<file path="src/rtl/des_pkg.sv">
`default_nettype none
// ============================================================================
//  Module   : des_pkg
//  Purpose  : Shared constants, state type and rotate helpers for the DES
//             key-schedule generator.
//  Contents : KEY_W / CD_W / SUBKEY_W / ROUND_W widths, SHIFT_S[1:16]
//             per-round left-shift amounts, state_e {IDLE, RUN},
//             shift_amt(), rotl() and rotr() 28-bit rotate helpers.
//  Revision : 1.0  initial release
// ============================================================================
package des_pkg;

  localparam int KEY_W    = 64;
  localparam int CD_W     = 28;
  localparam int SUBKEY_W = 48;
  localparam int ROUND_W  = 4;

  typedef enum logic [0:0] {
    IDLE = 1'b0,
    RUN  = 1'b1
  } state_e;

  // Per-round left-shift amounts, indexed by FIPS round number 1..16.
  localparam logic [1:0] SHIFT_S [1:16] = '{
    2'd1, 2'd1, 2'd2, 2'd2, 2'd2, 2'd2, 2'd2, 2'd2,
    2'd1, 2'd2, 2'd2, 2'd2, 2'd2, 2'd2, 2'd2, 2'd1
  };

  // Shift amount for 0-based schedule index idx0 (i.e. SHIFT_S[idx0+1]).
  function automatic logic [1:0] shift_amt(input logic [ROUND_W-1:0] idx0);
    return SHIFT_S[int'(idx0) + 1];
  endfunction

  function automatic logic [CD_W-1:0] rotl(input logic [CD_W-1:0] x, input logic two);
    return two ? {x[CD_W-3:0], x[CD_W-1:CD_W-2]} : {x[CD_W-2:0], x[CD_W-1]};
  endfunction

  function automatic logic [CD_W-1:0] rotr(input logic [CD_W-1:0] x, input logic two);
    return two ? {x[1:0], x[CD_W-1:2]} : {x[0], x[CD_W-1:1]};
  endfunction

endpackage
`default_nettype wire

</file>
<file path="src/rtl/Permuted_Choice_1.sv">
`default_nettype none
// ============================================================================
//  Module   : Permuted_Choice_1
//  Purpose  : FIPS 46-3 PC-1. Selects 56 of the 64 key bits (parity bits
//             dropped) into the C||D register layout.
//  Ports    : key_i [63:0]  key, MSB-first (key_i[63] = FIPS bit 1)
//             cd_o  [55:0]  C0||D0, MSB-first (cd_o[55] = PC-1 output bit 1)
//  Revision : 1.0  initial release
// ============================================================================
module Permuted_Choice_1 (
  input  logic [63:0] key_i,
  output logic [55:0] cd_o
);

  localparam int PC1_TAB [56] = '{
    57, 49, 41, 33, 25, 17,  9,  1, 58, 50, 42, 34, 26, 18,
    10,  2, 59, 51, 43, 35, 27, 19, 11,  3, 60, 52, 44, 36,
    63, 55, 47, 39, 31, 23, 15,  7, 62, 54, 46, 38, 30, 22,
    14,  6, 61, 53, 45, 37, 29, 21, 13,  5, 28, 20, 12,  4
  };

  for (genvar i = 0; i < 56; i++) begin : g_pc1
    localparam int SRC = 64 - PC1_TAB[i];
    assign cd_o[55-i] = key_i[SRC];
  end

  // Parity bits (FIPS 8, 16, ..., 64) take no part in the schedule.
  logic w_parity_unused;
  assign w_parity_unused = ^{key_i[56], key_i[48], key_i[40], key_i[32],
                             key_i[24], key_i[16], key_i[8],  key_i[0]};

endmodule
`default_nettype wire

</file>
<file path="src/rtl/des_pc2.sv">
`default_nettype none
// ============================================================================
//  Module   : des_pc2
//  Purpose  : FIPS 46-3 PC-2. Compresses C||D (56 bits) into a 48-bit
//             round subkey. Purely combinational.
//  Ports    : cd_i     [55:0]  C||D, MSB-first (cd_i[55] = bit 1)
//             subkey_o [47:0]  subkey, MSB-first (subkey_o[47] = bit 1)
//  Revision : 1.0  initial release
// ============================================================================
module des_pc2 (
  input  logic [55:0] cd_i,
  output logic [47:0] subkey_o
);

  localparam int PC2_TAB [48] = '{
    14, 17, 11, 24,  1,  5,  3, 28, 15,  6, 21, 10,
    23, 19, 12,  4, 26,  8, 16,  7, 27, 20, 13,  2,
    41, 52, 31, 37, 47, 55, 30, 40, 51, 45, 33, 48,
    44, 49, 39, 56, 34, 53, 46, 42, 50, 36, 29, 32
  };

  for (genvar i = 0; i < 48; i++) begin : g_pc2
    localparam int SRC = 56 - PC2_TAB[i];
    assign subkey_o[47-i] = cd_i[SRC];
  end

  // C||D bits 9, 18, 22, 25, 35, 38, 43, 54 are not selected by PC-2.
  logic w_drop_unused;
  assign w_drop_unused = ^{cd_i[47], cd_i[38], cd_i[34], cd_i[31],
                           cd_i[21], cd_i[18], cd_i[13], cd_i[2]};

endmodule
`default_nettype wire

</file>
<file path="src/rtl/des_key_schedule.sv">
`default_nettype none
// ============================================================================
//  Module   : des_key_schedule
//  Purpose  : Sequential DES key schedule. Accepts a key over valid/ready,
//             applies PC-1, then emits NUM_ROUNDS subkeys (PC-2 of the
//             rotated C/D halves), one per accepted beat, in encrypt
//             (K1 upward) or decrypt (K16 downward) order.
//  Ports    : clk_i, rst_ni             clock, async active-low reset
//             key_valid_i/key_ready_o   key handshake
//             key_i[63:0], mode_i       key and order (1 = decrypt)
//             flush_i                   synchronous abort
//             subkey_valid_o/subkey_ready_i  subkey handshake
//             subkey_o[47:0]            PC-2 output
//             subkey_round_o[3:0]       FIPS round index minus 1
//             subkey_last_o             final subkey of this key
//  Revision : 1.0  initial release
// ============================================================================
module des_key_schedule
  import des_pkg::*;
#(
  parameter int unsigned NUM_ROUNDS = 16
) (
  input  logic                clk_i,
  input  logic                rst_ni,
  input  logic                key_valid_i,
  output logic                key_ready_o,
  input  logic [KEY_W-1:0]    key_i,
  input  logic                mode_i,
  input  logic                flush_i,
  output logic                subkey_valid_o,
  input  logic                subkey_ready_i,
  output logic [SUBKEY_W-1:0] subkey_o,
  output logic [ROUND_W-1:0]  subkey_round_o,
  output logic                subkey_last_o
);

  localparam logic [ROUND_W-1:0] LAST_CNT = ROUND_W'(NUM_ROUNDS - 1);

  state_e             state_q, state_d;
  logic [CD_W-1:0]    c_half_q, c_half_d;
  logic [CD_W-1:0]    d_half_q, d_half_d;
  logic [ROUND_W-1:0] cnt_q, cnt_d;
  logic [ROUND_W-1:0] round_q, round_d;
  logic               mode_q, mode_d;

  logic [55:0]        w_pc1;
  logic               w_last;
  logic [ROUND_W-1:0] w_idx0;
  logic               w_two;

  Permuted_Choice_1 u_pc1 (
    .key_i (key_i),
    .cd_o  (w_pc1)
  );

  des_pc2 u_pc2 (
    .cd_i     ({c_half_q, d_half_q}),
    .subkey_o (subkey_o)
  );

  assign w_last = (cnt_q == LAST_CNT);

  // Encrypt moving to round r+1 uses S[r+2]; decrypt leaving round r
  // undoes the left shift that produced it, S[r+1].
  assign w_idx0 = mode_q ? round_q : (round_q + 4'd1);
  assign w_two  = (shift_amt(w_idx0) == 2'd2);

  always_comb begin
    state_d  = state_q;
    c_half_d = c_half_q;
    d_half_d = d_half_q;
    cnt_d    = cnt_q;
    round_d  = round_q;
    mode_d   = mode_q;
    case (state_q)
      IDLE: begin
        if (key_valid_i && !flush_i) begin
          mode_d  = mode_i;
          cnt_d   = '0;
          state_d = RUN;
          if (mode_i) begin
            // Total shift over 16 rounds is 28, so C16D16 == C0D0.
            c_half_d = w_pc1[55:28];
            d_half_d = w_pc1[27:0];
            round_d  = 4'd15;
          end else begin
            c_half_d = rotl(w_pc1[55:28], 1'b0);
            d_half_d = rotl(w_pc1[27:0], 1'b0);
            round_d  = 4'd0;
          end
        end
      end
      RUN: begin
        if (flush_i) begin
          state_d = IDLE;
        end else if (subkey_ready_i) begin
          if (w_last) begin
            state_d = IDLE;
          end else begin
            cnt_d = cnt_q + 4'd1;
            if (mode_q) begin
              c_half_d = rotr(c_half_q, w_two);
              d_half_d = rotr(d_half_q, w_two);
              round_d  = round_q - 4'd1;
            end else begin
              c_half_d = rotl(c_half_q, w_two);
              d_half_d = rotl(d_half_q, w_two);
              round_d  = round_q + 4'd1;
            end
          end
        end
      end
      default: state_d = IDLE;
    endcase
  end

  always_ff @(posedge clk_i or negedge rst_ni) begin
    if (!rst_ni) begin
      state_q  <= IDLE;
      c_half_q <= '0;
      d_half_q <= '0;
      cnt_q    <= '0;
      round_q  <= '0;
      mode_q   <= 1'b0;
    end else begin
      state_q  <= state_d;
      c_half_q <= c_half_d;
      d_half_q <= d_half_d;
      cnt_q    <= cnt_d;
      round_q  <= round_d;
      mode_q   <= mode_d;
    end
  end

  assign key_ready_o    = (state_q == IDLE);
  assign subkey_valid_o = (state_q == RUN);
  assign subkey_round_o = round_q;
  assign subkey_last_o  = w_last && (state_q == RUN);

endmodule
`default_nettype wire
</file>
<file path="config.mk">
export PLATFORM = sky130hd
export DESIGN_NAME = des_key_schedule
export DESIGN_NICKNAME = d
export VERILOG_FILES = /design/src/rtl/des_pkg.sv /design/src/rtl/Permuted_Choice_1.sv /design/src/rtl/des_pc2.sv /design/src/rtl/des_key_schedule.sv
export SDC_FILE = /design/constraint.sdc
export NUM_CORES = 1
export LEC_CHECK = 0
export ABC_AREA = 1
export BUFFER_PORTS_ARGS = -buffer_cell sky130_fd_sc_hd__clkbuf_2
export CAP_MARGIN = 10
export CORE_ASPECT_RATIO = 1.1
export CORE_MARGIN = 4
export CORE_UTILIZATION = 61
export DETAILED_ROUTE_END_ITERATION = 16
export PLACE_DENSITY = 0.88
export SLEW_MARGIN = 20
export SYNTH_ARGS = -nofsm -noshare
export SYNTH_HDL_FRONTEND = slang
export SYNTH_SLANG_ARGS = --single-unit
</file>
<file path="constraint.sdc">
create_clock -name clk_i -period 7 [get_ports clk_i]
set_clock_uncertainty 0.15 [all_clocks]
set_input_delay 0 -clock clk_i [delete_from_list [all_inputs] [get_ports clk_i]]
set_output_delay 0 -clock clk_i [all_outputs]
set_load 0.01 [all_outputs]
</file>
==> results.yml, run 1 <==
worst_setup_path:
  crit_buf_inv: 2
  crit_required_ps: 7080
  cp_max_fo: 63
  path_cells: "inv_4, ha_1, inv_1, nand2_1, nand2_2, nand2_2, nand2_1, nand3_1, nand3_1, a21oi_1"
  arrival_ps: 4710
  start_kind: "register"
  cpPeakStageDelay_ps: 920
  criticalPathCategory: "reg -> reg"
  crit_slowest_cell: "dfrtp_4"
  cp-end-kind: "register"
  path_delay_family: "simple AND/OR/NAND/NOR gates"
pwr:
  p_per_area_nw_per_um2: 310
  p_leak_nw: 3.56
  ir_drop_mv: 0.186
synth:
  yosysTopAreaCellShare_pct: 27.9
  synth_fa_ha_area_share_pct: 1.06
  synthesis.nets: 1008
  yosys.area.top_type: "dfrtp_1"
  syn-cell-area_sq_um: 5920
  syn_avg_cell_area_sq_um: 6.35
  synthMuxAreaShare_pct: 0
  synthCells: 933
  synth_top_family_by_area: "simple AND/OR/NAND/NOR gates"
  yosysWarnings: 0
  synth_seq_cells: 66
  synth_xor_area_share_pct: 0.148
  synth_seq_area_share_pct: 27.9
  synthSimpleGateAreaFrac_pct: 41.4
  ys_types: 29
  synthTopCellsByArea: "dfrtp_1 28%, nand3_1 19%, nand2_1 8.6%, a21oi_1 7.9%, buf_4 7.4%"
  synth-compound-area-share_pct: 12.0
cells_and_area:
  multiInputGateArea_sq_um: 3240
  fill_cells: 761
  syn_to_final_growth_pct: 17.6
  regArea_sq_um: 1660
  drive_above_1_share_pct: 18.0
  nets: 1106
  final_util_pct: 74.1
  stdcell_count: 1153
  antenna_cells: 0
place:
  hpwl_mm: 9.54
  place_inst: 1054
  gp_congestion: 0.843
  port_buffers: 116
job:
  maxCapViolCount: 0
routing:
  drc: 0
  ant_nets: 0
  drt_iter0_markers: 755
  via_per_inst: 5.96
  dr_total_vias: 6871
  dr.pass1.iters: 5
  routed_wl_mm: 17.9
  wl_per_cell_um: 15.5
timing:
  rsz0062_at_grt: "false"
  finalSetupViolCount: 0
  period_needed_ps: 4630
  worst_slew_pin_slew_ps: 1060
  min_period_over_period_pct: 66.2
  finalMaxSlewViolations: 0
  setup_tns_ps: 0
  hold_viol: 0
  max_clock_freq_mhz: 216
  relSlewSlack_pct: 29.1
floorplan:
  num_rows: 37
  initial_core_util_pct: 63.0
  die_h_um: 111
  ios: 125
  die_area_sq_um: 11400
  core_sq_um: 9400
  die_x_um: 102
grt:
  track_usage_pct: 31.5
  antenna_found_initial: 0
  overflow: 0
  grt_pass1_vias: 6232
  grt_start_max_net_pins: 96
  grt_pass1_wl_mm: 29.7
clock_network:
  cts_tree: "done"
  cts_buffers: 9
  cts_setup_buffers: 0
  clkTransAtPathRegs_ps: 80
  cts-root-buf: "clkbuf_8"
  h-tree-depth: 3
  cts.sinks: 66
  max-clock-path-buffers: 2
  clk_latency_ps: 350
outcome:
  status: "completed"
worst_hold_path:
  hp-class: "in -> reg"
==> metal layers <==
layer | track usage [%] | wire, um
met1 | 43.0 | 7160
met2 | 49.0 | 8240
met3 | 6.27 | 1740
met4 | 12.4 | 792
met5 | 0 | 0
==> area by class of cell <==
type	instances	share of cell area, %
repair buffers	205	20.9
well taps	117	2.10
clock inverters	5	0.790
multi-input cells	674	46.5
flip-flops and latches	66	23.8
clock buffers	11	1.89
inverters	75	4.08
==> registers in the layout, summed over array words and instances (netlist names) <==
signal and count:
cnt_q 4, subkey_round_o 4, subkey_valid_o 1, d_half_q 28
c_half_q 28, mode_q 1
==> path summary, 6_finish.rpt <==
check,end,from,cells after the start,slack (ps)
max in group asynchronous,mode_q,rst_ni,3,5780
min in group asynchronous,subkey_round_o[0],rst_ni,3,230
max reg2reg,c_half_q[9],mode_q,10,2370
min,c_half_q[6],key_i[53],5,30
min reg2reg,cnt_q[3],cnt_q[3],1,360
max,c_half_q[9],mode_q,10,2370
==> where the power goes <==
group	switching, mW	total [mW]	internal, mW	leakage, nW
Sequential	0.140	0.630	0.490	0.740
Combinational	0.740	1.20	0.462	2.74
Clock	0.161	0.325	0.164	0.0893
Total	1.04	2.16	1.12	3.56
==> worst min-delay path, delay by kind of cell <==
family          cells  cell delay, ps
compound gates      2             210
buf+inv             1             100
simple gates        2             180
==> cell usage in the layout, fill, tap and decap left out, types with 2 or more instances in the layout <==
cell | synthesis | routed
clkinvlp_4 | 0 | 2
o21ai_0 | 34 | 34
inv_2 | 3 | 3
o211ai_1 | 2 | 2
or2_2 | 36 | 37
nand2_2 | 3 | 3
or2_0 | 15 | 15
clkbuf_2 | 2 | 115
nand2_1 | 136 | 136
a21oi_1 | 94 | 94
nor2_1 | 101 | 101
clkinv_2 | 0 | 2
nand3_2 | 2 | 2
dlygate4sd3_1 | 0 | 83
clkbuf_1 | 32 | 2
nand3_1 | 230 | 230
dfrtp_1 | 66 | 64
a22oi_1 | 4 | 4
inv_1 | 71 | 71
ha_1 | 5 | 5
or2_1 | 6 | 5
buf_4 | 58 | 6
clkbuf_8 | 0 | 9
==> Yosys cell counts <==
master / instances
inv_4: 1
inv_1: 71
nand2_2: 3
or2_1: 6
nor2_4: 1
buf_1: 7
dfrtp_1: 66
inv_2: 3
nand2_1: 136
buf_4: 58
nor2_1: 101
nand3_1: 230
a22oi_1: 4
ha_1: 5
xnor2_1: 1
o31ai_2: 1
clkbuf_1: 32
buf_2: 9
nor3_1: 1
clkbuf_2: 2
o211ai_1: 2
or2_0: 15
o21bai_1: 1
a21oi_1: 94
o21a_1: 1
buf_6: 10
nand3_2: 2
or2_2: 36
o21ai_0: 34
==> what timing repair did <==
item | in CTS | in global routing
gates resized for setup | 0 | 0
endpoints found under the hold margin | 125 | 0
hold buffers | 83 | 0
==> kinds of logic (layout without fill, tap and decap cells) <==
kind of cell	after synthesis	after routing
AO/OA/AOI/OAI	137	137
flip-flops	66	66
AND/OR/NAND/NOR	531	531
adder cells (fa/ha/maj)	5	5
buffers and inverters	193	296
XOR/XNOR	1	1
==> per-stage QoR <==
step	hold slack [ps]	cell area (sq um)	setup slack [ps]	total power, mW
detailed placement	103	5950	2220	1.74
CTS	12.8	6960	2200	2.12
global route	50.9	6970	2130	2.34
floorplan	-446	5920	4720	1.62
global placement	95.8	5950	2210	1.72
finish	27.6	6970	2370	2.16
Note: power is estimated with default switching activity, not from simulation.
==> inputs of run 2 (changes only) <==
--- a/config.mk
+++ b/config.mk
@@ -5,14 +5,14 @@
 export SDC_FILE = /design/constraint.sdc
 export NUM_CORES = 1
 export LEC_CHECK = 0
-export ABC_AREA = 1
+export ABC_AREA = 0
 export BUFFER_PORTS_ARGS = -buffer_cell sky130_fd_sc_hd__clkbuf_2
 export CAP_MARGIN = 10
 export CORE_ASPECT_RATIO = 1.1
 export CORE_MARGIN = 4
-export CORE_UTILIZATION = 61
+export CORE_UTILIZATION = 50
 export DETAILED_ROUTE_END_ITERATION = 16
-export PLACE_DENSITY = 0.88
+export PLACE_DENSITY = 0.78
 export SLEW_MARGIN = 20
 export SYNTH_ARGS = -nofsm -noshare
 export SYNTH_HDL_FRONTEND = slang
==> constraint.sdc (replaced) <==
create_clock -name clk_i -period 4.1 [get_ports clk_i]
set_clock_uncertainty 0.15 [all_clocks]
set_input_delay 0 -clock clk_i [delete_from_list [all_inputs] [get_ports clk_i]]
set_output_delay 0 -clock clk_i [all_outputs]
set_load 0.01 [all_outputs]
==> run 2 against run 1 <==
  * Routed wire length is 7.4% lower
  * Largest power group unchanged
  * Utilization is 10 points lower
  * Maximum frequency increased by 38%
  * Non-clock buffer count down 10
  * Register-to-register slack worse by 1600 ps
  * Die area increased by 13%
  * Sequential share of layout area is 0.73 points higher
  * Synthesized cell count fell by 33%
  * First-iteration DRC count shrank 40%
  * Critical path type unchanged
  * Flip-flop and latch count is the same
==> results.yml, run 2 <==
outcome:
  status: "completed"
grt:
  overflow: 0
  grt_start_max_net_pins: 76
  grt_pass1_vias: 5524
  antenna_found_initial: 0
  track_usage_pct: 26.5
  grt_pass1_wl_mm: 27.7
clock_network:
  h-tree-depth: 3
  max-clock-path-buffers: 2
  cts_resized: 0
  ctsHoldBuffers: 71
  clk_latency_ps: 340
  cts-root-buf: "clkbuf_16"
  cts_tree: "done"
  cts.sinks: 66
  clkTransAtPathRegs_ps: 50
  cts_setup_buffers: 0
  cts_buffers: 9
worst_setup_path:
  r2r-start: "subkey_round_o[1]"
  cp-end-kind: "register"
  start_kind: "register"
  crit_start: "subkey_round_o[1]"
  arrival_ps: 3420
  r2r_slack_ps: 750
  r2r_cells: 8
  cp_max_fo: 58
  crit_required_ps: 4170
  r2r_end: "c_half_q[16]"
  criticalPathCategory: "reg -> reg"
timing:
  rsz0062_at_grt: "false"
  finalMaxSlewViolations: 0
  relSlewSlack_pct: 34.5
  max_clock_freq_mhz: 299
  min_period_over_period_pct: 81.6
  finalWorstSetupSlack_ps: 754
  period_needed_ps: 3350
  finalSetupViolCount: 0
  worst_slew_pin_slew_ps: 983
  hold_viol: 0
  setup_tns_ps: 0
synth:
  synth_seq_area_share_pct: 29.9
  synth_seq_cells: 66
  synthesis.nets: 696
  synth-edff-count: 0
  syn-cell-area_sq_um: 5520
  synth_most_common_cell: "mux2i_1"
  synthCells: 621
  async_flop_share_pct: 100
  ys.flop_type: "dfrtp_1"
  yosysTopAreaCellShare_pct: 29.9
  synth_common_cells: "98 x mux2i_1, 69 x nand2_1, 66 x dfrtp_1, 52 x o22a_1, 51 x a21oi_1"
  synthTopCellsByArea: "dfrtp_1 30%, mux2i_1 18%, o22a_1 8.2%, buf_4 6.8%, o221ai_1 5.1%"
  yosys.area.top_type: "dfrtp_1"
  syn_avg_cell_area_sq_um: 8.89
  ys_types: 43
  yosysWarnings: 0
floorplan:
  die_x_um: 108
  die_area_sq_um: 12800
  ios: 125
  core_sq_um: 10600
  initial_core_util_pct: 52.1
  die_h_um: 118
  num_rows: 39
worst_hold_path:
  whs_endpoint: "cnt_q[2]"
  hold_path_depth: 4
  hp-start: "key_valid_i"
  hp-class: "in -> reg"
cells_and_area:
  reg.largest.list: "c_half_q (28), d_half_q (28)"
  layout_common_cells: "114 x clkbuf_2, 98 x mux2i_1, 71 x dlygate4sd3_1, 69 x nand2_1, 65 x dfrtp_1"
  drive_above_1_share_pct: 20.9
  antenna_cells: 0
  syn_to_final_growth_pct: 22.2
  fill_cells: 888
  nets: 798
  layout_commonest_cell: "clkbuf_2"
place:
  gp_congestion: 0.845
  port_buffers: 116
  hpwl_mm: 9.57
  post-place-ws_ps: 843
pwr:
  ir_drop_mv: 0.257
  p_leak_nw: 3.05
  total_power_mw: 3.47
  p_per_area_nw_per_um2: 514
routing:
  via_per_inst: 6.31
  dr.pass1.iters: 7
  routed_wl_mm: 16.6
  ant_nets: 0
  drc: 0
  drt_iter0_markers: 453
  wl_per_cell_um: 19.1
  dr_total_vias: 5490
job:
  maxCapViolCount: 0
==> run 2: where the power goes <==
part | internal (mW) | switching (mW) | total [mW]
sequential | 0.814 | 0.276 | 1.09
combinational | 0.727 | 0.889 | 1.62
clock | 0.482 | 0.283 | 0.765
==> run 2: cell families after synthesis <==
| logic type | Yosys count | synth area share, % |
|---|---|---|
| muxes | 110 | 20.7 |
| AOI/OAI and AO/OA | 231 | 28.5 |
| and+or+nand+nor | 96 | 7.75 |
| DFF | 66 | 29.9 |
| adders and majority gates | 5 | 1.13 |
| xor gates and xnor gates | 1 | 0.159 |
| buffers and inverters | 112 | 11.9 |
==> run 2: worst max path at each step <==
stage / to / slack (ps)
final: c_half_q[16] / 750
after global routing: c_half_q[16] / 590
after CTS: c_half_q[7] / 820
after detailed placement: c_half_q[7] / 840
after global placement: c_half_q[24] / 950
after floorplan: d_half_q[21] / 1250
==> run 2: per-stage QoR <==
| step | cell area (sq um) | hold slack (ps) | std cells | util [%] |
|---|---|---|---|---|
| 3_5_place_dp | 5750 | 41.7 | 784 | 54.3 |
| 6_report | 6750 | 4.16 | 870 | 63.7 |
| 4_1_cts | 6740 | 0.0747 | 870 | 63.7 |
| 5_1_grt | 6750 | 27.6 | 870 | 63.7 |
| 2_1_floorplan | 5520 | -446 | 621 | - |
| 3_3_place_gp | 5750 | 29.1 | 784 | 54.3 |
==> run 2: critical path, cell delays in order (launching register included) <==
cell and delay [ps]:
dfrtp_1 480, inv_1 140, ha_1 360, nor4bb_1 170, a311oi_1 490, mux2_4 770, mux2i_1 260, o21ai_0 130
o22a_1 220
==> run 2: routing by layer <==
metal  wire length, um  track usage, %  vias to the layer above
li1                  -               -                     2538
met1              6740            33.8                     2644
met2              8320            44.2                      275
met3              1230            5.62                       33
met4               310            9.16                        0
met5                 0               0                        -
==> run 2: area by class of cell <==
cell class | count | area [sq um] | share of cell area (%)
clock buffers | 12 | 246 | 3.65
inverters | 8 | 30.0 | 0.445
multi-input cells | 443 | 3230 | 47.9
flip-flops and latches | 66 | 1650 | 24.5
repair buffers | 195 | 1370 | 20.3
well taps | 143 | 179 | 2.65
clock inverters | 3 | 40.0 | 0.594
